`src/rtl/slv_guard_rst_ctrl.sv`:
```
// slv_guard_rst_ctrl: subordinate reset sequencer (isolate, assert, recover, clear) with bounded retry
module slv_guard_rst_ctrl #(
    parameter int unsigned IsolateCycles = 4,
    parameter int unsigned HoldCycles    = 16,
    parameter int unsigned RecoverCycles = 8,
    parameter int unsigned MaxRetries    = 3,
    parameter int unsigned CntWidth      = 8
) (
    input  logic                clk_i,
    input  logic                rst_ni,
    input  logic                enable_i,
    input  logic                rst_req_i,
    input  logic                sw_clr_i,
    output logic                slv_rst_no,
    output logic                isolate_o,
    output logic                rst_stat_o,
    output logic                busy_o,
    output logic                fail_o,
    output logic [CntWidth-1:0] rst_cnt_o
);
    localparam int unsigned MaxIh  = (IsolateCycles > HoldCycles) ? IsolateCycles : HoldCycles;
    localparam int unsigned MaxCyc = (MaxIh > RecoverCycles) ? MaxIh : RecoverCycles;
    localparam int unsigned TW     = $clog2(MaxCyc + 1);
    localparam int unsigned RW     = (MaxRetries > 0) ? $clog2(MaxRetries + 1) : 1;

    if (IsolateCycles == 0 || HoldCycles == 0 || RecoverCycles == 0) begin : g_bad_cfg
        $error("slv_guard_rst_ctrl: cycle parameters must be at least 1");
    end

    typedef enum logic [2:0] {IDLE, ISOLATE, ASSERT, RECOVER, CLEAR, FAIL} state_t;

    state_t        state;
    logic [TW-1:0] tmr;
    logic [RW-1:0] retry;
    logic          clr_last;
    logic [4:0]    outs_q;
    logic          last;
    logic          retry_ok;
    logic          enter_assert;

    // output vector {isolate, slv_rst_n, rst_stat, busy, fail} for a given state
    function automatic logic [4:0] decode(input state_t s);
        return {s != IDLE, s != ASSERT, s == CLEAR, s != IDLE, s == FAIL};
    endfunction

    assign last         = tmr == TW'(1);
    assign retry_ok     = retry < RW'(MaxRetries);
    assign enter_assert = (state == ISOLATE && last) ||
                          (state == CLEAR && clr_last && rst_req_i && retry_ok);

    assign isolate_o  = outs_q[4];
    assign slv_rst_no = outs_q[3] & rst_ni;
    assign rst_stat_o = outs_q[2];
    assign busy_o     = outs_q[1];
    assign fail_o     = outs_q[0];

    // sequencer: shared down-counter times each phase, outputs registered alongside the state
    always_ff @(posedge clk_i or negedge rst_ni) begin
        if (!rst_ni) begin
            state    <= IDLE;
            tmr      <= '0;
            retry    <= '0;
            clr_last <= 1'b0;
            outs_q   <= decode(IDLE);
        end else begin
            case (state)
                IDLE: if (rst_req_i && enable_i) begin
                    state  <= ISOLATE;
                    tmr    <= TW'(IsolateCycles);
                    retry  <= '0;
                    outs_q <= decode(ISOLATE);
                end
                ISOLATE: if (last) begin
                    state  <= ASSERT;
                    tmr    <= TW'(HoldCycles);
                    outs_q <= decode(ASSERT);
                end else begin
                    tmr <= tmr - TW'(1);
                end
                ASSERT: if (last) begin
                    state  <= RECOVER;
                    tmr    <= TW'(RecoverCycles);
                    outs_q <= decode(RECOVER);
                end else begin
                    tmr <= tmr - TW'(1);
                end
                RECOVER: if (last) begin
                    state    <= CLEAR;
                    clr_last <= 1'b0;
                    outs_q   <= decode(CLEAR);
                end else begin
                    tmr <= tmr - TW'(1);
                end
                CLEAR: if (!clr_last) begin
                    clr_last <= 1'b1;
                end else if (!rst_req_i) begin
                    state  <= IDLE;
                    outs_q <= decode(IDLE);
                end else if (retry_ok) begin
                    state  <= ASSERT;
                    retry  <= retry + RW'(1);
                    tmr    <= TW'(HoldCycles);
                    outs_q <= decode(ASSERT);
                end else begin
                    state  <= FAIL;
                    outs_q <= decode(FAIL);
                end
                FAIL: if (sw_clr_i) begin
                    state  <= IDLE;
                    outs_q <= decode(IDLE);
                end
                default: begin
                    state  <= IDLE;
                    outs_q <= decode(IDLE);
                end
            endcase
        end
    end

    // reset event counter: counts ASSERT entries, saturates, software clear has priority
    always_ff @(posedge clk_i or negedge rst_ni) begin
        if (!rst_ni) begin
            rst_cnt_o <= '0;
        end else if (sw_clr_i) begin
            rst_cnt_o <= '0;
        end else if (enter_assert && !(&rst_cnt_o)) begin
            rst_cnt_o <= rst_cnt_o + CntWidth'(1);
        end
    end
endmodule

```
`config.mk`:
```
export PLATFORM = sky130hd
export DESIGN_NAME = slv_guard_rst_ctrl
export DESIGN_NICKNAME = d
export VERILOG_FILES = /design/src/rtl/slv_guard_rst_ctrl.sv
export SDC_FILE = /design/constraint.sdc
export NUM_CORES = 1
export LEC_CHECK = 0
export CORE_MARGIN = 2
export CORE_UTILIZATION = 59
export CTS_CLUSTER_DIAMETER = 100
export DETAILED_ROUTE_END_ITERATION = 10
export PLACE_DENSITY = 0.94
export SLEW_MARGIN = 10
export SYNTH_ARGS = -nofsm -noshare
export SYNTH_HDL_FRONTEND = slang
export SYNTH_SLANG_ARGS = --single-unit
```
`constraint.sdc`:
```
create_clock -name clk_i -period 3.9 [get_ports clk_i]
set_clock_uncertainty 0.2 [all_clocks]
set_input_delay 0.78 -clock clk_i [delete_from_list [all_inputs] [get_ports clk_i]]
set_output_delay 0.78 -clock clk_i [all_outputs]
set_load 0.005 [all_outputs]
```
==> flow_metrics.py, run 1 <==
metrics = {
    "synthesis": {
        "synth_cells": 166,
        "synth-compound-area-share": 0.214,
        "synth_edf_count": 0,
        "yosysWarnings": 0,
        "synth_top_family_by_area": "simple AND/OR/NAND/NOR gates",
        "synth_top_cell_area_share": 0.385,
        "syn_nets": 175,
        "synthTopCellsByArea": "dfrtp_1, o21ai_0, nor2_1",
        "ys_seq_elements": 23,
        "synth-xor-area-share": 0.0184,
        "netlist.top_cell.by_area": "dfrtp_1",
        "synthAdderAreaFrac": 0.0350,
        "yosysMostFrequentCell": "dfrtp_1",
        "yosys.cell_types.count": 43,
        "post_synth_instance_area_um2": 1430,
        "synth_area_per_cell_um2": 8.61,
        "synth-main-ff-cell": "dfrtp_1",
        "ys_seq_area_frac": 0.404,
        "synth_simple_gate_area_frac": 0.261,
        "synth_common_cells": "dfrtp_1, o21ai_0, nor2_1",
        "synthMuxAreaShare": 0.00701,
        "synth-async-reset-ratio": 1.00,
    },
    "power_and_ir_drop": {
        "power.density_nw_per_um2": 684,
        "leakage_nw": 0.679,
        "ir_drop_mv": 0.475,
    },
    "worst_setup_path": {
        "slowest_delay_ns": 0.50,
        "crit_chain": "clkdlybuf4s50_1, and2_1, clkdlybuf4s50_1",
        "crit_type": "in -> out",
        "path_buf_inv": 2,
        "cp_common_cell": "clkdlybuf4s50_1",
        "critPathSlowestCell": "clkdlybuf4s50_1",
        "crit_family": "buffers and inverters",
        "cp-end-kind": "primary output",
        "cp-start-kind": "input pin",
        "worstPathArrival_ns": 1.90,
        "required_ns": 2.92,
        "critPathMaxFanout": 2,
    },
    "final_layout": {
        "final_cell_area_um2": 1610,
        "drive_gt1_frac": 0.0678,
        "area_growth_pct": 12.4,
        "fin_nets": 187,
        "n_fill_cell": 181,
        "antenna_cells": 0,
        "utilization": 0.713,
        "instances_no_fill": 205,
    },
    "floorplan": {
        "dieHeight_um": 53.2,
        "die-area_um2": 2830,
        "ios": 18,
        "num_rows": 17,
        "core_um2": 2250,
        "start_util": 0.634,
        "die_w_um": 53.2,
    },
    "timing": {
        "hold_ws_ns": 0.294,
        "fmax_mhz": 347,
        "relSlewSlack": 0.592,
        "finalSetupTns_ns": 0,
        "maxSlewViolCount": 0,
        "period_minus_slack_ns": 2.88,
        "setup_viol": 0,
        "hold_violations": 0,
        "max_slew.worst_pin.slew_ns": 0.610,
        "finalCritPeriodShare": 0.739,
        "rsz0062_at_grt": "no",
    },
    "grt": {
        "grt_overflow": 0,
        "grt_pass1_wl_um": 5660,
        "grt_pass1_vias": 1260,
        "grtUsageTotal": 0.274,
        "antenna_found_initial": 0,
        "grt_max_degree": 24,
    },
    "min_path": {
        "hp-class": "reg -> reg",
    },
    "routing": {
        "drtAntennaViolNets": 0,
        "drc": 0,
        "routed_wl_um": 3140,
        "drtIter0Drc": 46,
        "dr.pass1.iters": 5,
        "via_count": 1271,
        "vias_per_cell": 6.20,
        "post_drt_wl_per_cell_um": 15.3,
    },
    "clock_tree": {
        "clock_sinks": 23,
        "ctsHoldBuffers": 0,
        "path_clk_slew_ns": 0.12,
        "cts_buffer_depth": 2,
        "cts_made_buffers": 3,
        "clk_latency_ns": 0.31,
        "cts_tree": "yes",
        "cts_setup_buffers": 0,
        "cts_resized": 0,
        "cts_root_buf": "clkbuf_4",
        "cts_max_level": 1,
    },
    "flow_run": {
        "maxCapViolations": 0,
    },
    "placement": {
        "placed_cell_area_um2": 1580,
        "place_inst": 201,
        "gp_congestion": 0.891,
        "place_hpwl_um": 2250,
        "portBuffers": 17,
    },
    "outcome": {
        "status": "finished clean",
    },
}
-- per-stage QoR --
stage / worst slack [ns] / total power, W
5_1_grt: 0.864 / 0.00120
2_1_floorplan: 1.56 / 0.000856
4_1_cts: 1.00 / 0.00110
3_5_place_dp: 0.704 / 0.000982
3_3_place_gp: 0.820 / 0.000946
6_report: 1.02 / 0.00110
-- per-layer routing --
| metal | routed length, um | GRT usage | vias to the layer above |
|---|---|---|---|
| met5 | 0 | 0 | - |
| met4 | 54 | 0.107 | 0 |
| met3 | 153 | 0.0367 | 7 |
| met2 | 1580 | 0.465 | 44 |
| met1 | 1350 | 0.350 | 604 |
| li1 | - | - | 616 |
-- state kept, by name (all words and copies together), names as in the netlist --
signal and count:
tmr 5, state 3, retry 2, rst_cnt_o 8, outs_q 4, clr_last 1
-- report_power, final --
group          leakage, nW  switching, W  internal, W
registers            0.300      0.000130     0.000319
logic                0.364      0.000284     0.000256
clock network       0.0150     0.0000703    0.0000400
total                0.679      0.000485     0.000615
-- final timing paths --
check | start | endpoint | slack, ns | depth (start not counted)
setup / recovery | rst_ni | slv_rst_no | 1.02 | 3
hold / removal | outs_q[0]$_DFFE_PN0P_ | outs_q[0]$_DFFE_PN0P_ | 0.29 | 2
setup reg to reg | tmr[1]$_DFFE_PN0P_ | rst_cnt_o[7]$_DFFE_PN0P_ | 1.17 | 7
hold reg to reg | outs_q[0]$_DFFE_PN0P_ | outs_q[0]$_DFFE_PN0P_ | 0.29 | 2
max in group asynchronous | rst_ni | outs_q[3]$_DFFE_PN1P_ | 2.56 | 2
min in group asynchronous | rst_ni | tmr[4]$_DFFE_PN0P_ | 0.66 | 2
-- final cells by class --
class / instances / area [um^2] / area share
Tap cell: 28 / 35.0 / 0.0218
Multi-Input combinational cell: 125 / 764 / 0.476
Sequential cell: 23 / 577 / 0.359
Inverter: 7 / 26.3 / 0.0164
Clock buffer: 4 / 26.3 / 0.0164
Timing Repair Buffer: 18 / 178 / 0.111
-- worst register-to-register path, stage by stage (launching register included) --
cell and delay (ns):
dfrtp_1 0.42, inv_1 0.10, ha_1 0.17, or4b_1 0.64
o211ai_2 0.22, nand4_2 0.29, or3_1 0.44, a21oi_1 0.16
-- cell usage in the layout (no fill, tap or decap), types with 2 or more instances in the layout --
cell and n:
nor2b_1 2, ha_1 4, or4bb_1 2, a22o_1 3, a21oi_1 11, or3_1 9
nand2b_1 4, nand4_1 2, o21ai_0 20, inv_1 7, clkdlybuf4s50_1 17, nor2_1 16
xor2_1 3, a31oi_1 2, dfrtp_1 22, a31o_2 2, nand2_1 13, and3_1 3
nand3_1 5, clkbuf_4 3, nor3_1 5
-- cells by family (layout without fill, tap and decap cells) --
| kind of cell | count (synthesis) | count (layout) |
|---|---|---|
| and+or+nand+nor | 68 | 68 |
| AOI/OAI and AO/OA | 49 | 49 |
| DFF | 23 | 23 |
| buffers and inverters | 18 | 29 |
| adders and majority gates | 4 | 4 |
| xor gates and xnor gates | 3 | 3 |
| muxes | 1 | 1 |
Note: power is estimated with default switching activity, not from simulation.
==> run 2, diff against run 1 <==
--- a/config.mk
+++ b/config.mk
@@ -6,10 +6,10 @@
 export NUM_CORES = 1
 export LEC_CHECK = 0
 export CORE_MARGIN = 2
-export CORE_UTILIZATION = 59
+export CORE_UTILIZATION = 54
 export CTS_CLUSTER_DIAMETER = 100
 export DETAILED_ROUTE_END_ITERATION = 10
-export PLACE_DENSITY = 0.94
+export PLACE_DENSITY = 0.88
 export SLEW_MARGIN = 10
 export SYNTH_ARGS = -nofsm -noshare
 export SYNTH_HDL_FRONTEND = slang
==> constraint.sdc (replaced) <==
create_clock -name clk_i -period 2.79 [get_ports clk_i]
set_clock_uncertainty 0.2 [all_clocks]
set_input_delay 0.558 -clock clk_i [delete_from_list [all_inputs] [get_ports clk_i]]
set_output_delay 0.558 -clock clk_i [all_outputs]
set_load 0.005 [all_outputs]
==> flow_metrics.py, run 2 (synthesis gave the netlist of run 1 again) <==
metrics = {
    "final_layout": {
        "multi_input_area_um2": 764,
        "seq_area_um2": 577,
        "final_common_cell": "dfrtp_1",
        "antenna_cells": 0,
        "instances_no_fill": 216,
        "drive_gt1_frac": 0.118,
        "n_fill_cell": 206,
        "regMostFlops": "rst_cnt_o",
        "largest_registers": "rst_cnt_o: 8 flops, tmr: 5 flops, outs_q: 4 flops",
        "utilization": 0.671,
        "final_cell_mix": "dfrtp_1, o21ai_0, clkdlybuf4s50_1",
        "fin_nets": 196,
        "area_growth_pct": 17.4,
        "largest_reg_flops": 8,
        "final_cell_area_um2": 1680,
    },
    "floorplan": {
        "die_w_um": 55.4,
        "num_rows": 18,
        "dieHeight_um": 55.4,
        "core_um2": 2500,
        "ios": 18,
        "die-area_um2": 3070,
        "start_util": 0.572,
    },
    "clock_tree": {
        "clk_latency_ns": 0.32,
        "path_clk_slew_ns": 0.14,
        "cts_setup_buffers": 0,
        "cts_tree": "yes",
        "cts_buffer_depth": 2,
        "cts_root_buf": "clkbuf_4",
        "clock_sinks": 23,
        "cts_made_buffers": 3,
        "ctsHoldBuffers": 0,
        "cts_max_level": 1,
        "cts_resized": 0,
    },
    "grt": {
        "antenna_found_initial": 0,
        "grt_pass1_wl_um": 5430,
        "grtUsageTotal": 0.216,
        "grt_max_degree": 24,
        "grt_overflow": 0,
        "grt_pass1_vias": 1283,
    },
    "power_and_ir_drop": {
        "power.density_nw_per_um2": 953,
        "leakage_nw": 0.724,
        "ir_drop_mv": 0.772,
    },
    "timing": {
        "max_slew.worst_pin.slew_ns": 0.527,
        "rsz0062_at_grt": "no",
        "worst_slack_ns": 0.274,
        "hold_ws_ns": 0.305,
        "maxSlewViolCount": 0,
        "fmax_mhz": 397,
        "finalCritPeriodShare": 0.902,
        "relSlewSlack": 0.647,
        "hold_violations": 0,
        "period_minus_slack_ns": 2.52,
        "setup_viol": 0,
    },
    "placement": {
        "placed_cell_area_um2": 1650,
        "gp_congestion": 0.930,
        "post-place-ws_ns": -0.0196,
        "place_inst": 212,
        "portBuffers": 17,
        "place_hpwl_um": 2380,
    },
    "worst_setup_path": {
        "startpoint": "retry[0]$_DFFE_PN0P_",
        "crit_type": "reg -> reg",
        "critPathSlowestCell": "or4bb_1",
        "required_ns": 2.83,
        "path_buf_inv": 0,
        "slowest_delay_ns": 0.50,
        "crit_family": "simple AND/OR/NAND/NOR gates",
        "cp-start-kind": "flop",
        "r2r-start": "retry[0]$_DFFE_PN0P_",
        "critPathMaxFanout": 12,
        "crit_chain": "ha_1, or4bb_1, a21oi_2, nand4_2, or3_1, a21oi_1",
        "worstPathArrival_ns": 2.56,
        "cp-end-kind": "flop",
    },
    "routing": {
        "post_drt_wl_per_cell_um": 14.9,
        "drtIter0Drc": 52,
        "vias_per_cell": 6.08,
        "dr.pass1.iters": 5,
        "drc": 0,
        "routed_wl_um": 3230,
        "via_count": 1314,
        "drtAntennaViolNets": 0,
    },
    "min_path": {
        "min_from": "outs_q[0]$_DFFE_PN0P_",
        "hp-class": "reg -> reg",
    },
    "outcome": {
        "status": "finished clean",
    },
    "flow_run": {
        "maxCapViolations": 0,
    },
}
-- run 2: cell count changes in the layout (fill, tap and decap cells not counted), sizes merged --
cell,change
buf,+9
clkbuf,-1
clkinv,+1
-- run 2: tightest hold or removal path, cell delays in order (launching register included) --
cell	delay, ns
dfrtp_1	0.37
nand2_1	0.05
o21ai_0	0.06
-- run 2: path summary, 6_finish.rpt --
path                                            end  slack, ns  cells past startpoint
setup / recovery           rst_cnt_o[7]$_DFFE_PN0P_       0.27                      6
hold / removal                outs_q[0]$_DFFE_PN0P_       0.31                      2
setup reg to reg           rst_cnt_o[7]$_DFFE_PN0P_       0.27                      6
hold reg to reg               outs_q[0]$_DFFE_PN0P_       0.31                      2
max in group asynchronous     outs_q[3]$_DFFE_PN1P_       1.68                      2
min in group asynchronous  rst_cnt_o[4]$_DFFE_PN0P_       0.41                      2
-- run 2: layer usage --
| layer | track usage | share of wire | up-vias |
|---|---|---|---|
| met3 | 0.0304 | 0.038 | 8 |
| met1 | 0.280 | 0.44 | 625 |
| li1 | - | - | 635 |
| met4 | 0.0871 | 0.015 | 0 |
| met5 | 0 | 0 | - |
| met2 | 0.362 | 0.51 | 46 |
-- run 2: metrics by stage --
stage | power [W] | setup TNS, ns
after floorplan | 0.00120 | 0
after global placement | 0.00138 | 0
after detailed placement | 0.00144 | -0.0328
after CTS | 0.00160 | 0
after global routing | 0.00175 | 0
final | 0.00160 | 0
-- run 2: layout make-up --
class                   instances  area share
clock inverters                 1     0.00298
clock buffers                   3      0.0134
multi-input cells             125       0.456
repair buffers                 27       0.146
flip-flops and latches         23       0.344
inverters                       7      0.0157
well taps                      30      0.0224
-- run 2: power by group --
part,internal [W],total (W),switching [W]
combinational,0.000402,0.000866,0.000464
clock,0.0000535,0.000160,0.000106
sequential,0.000447,0.000573,0.000126
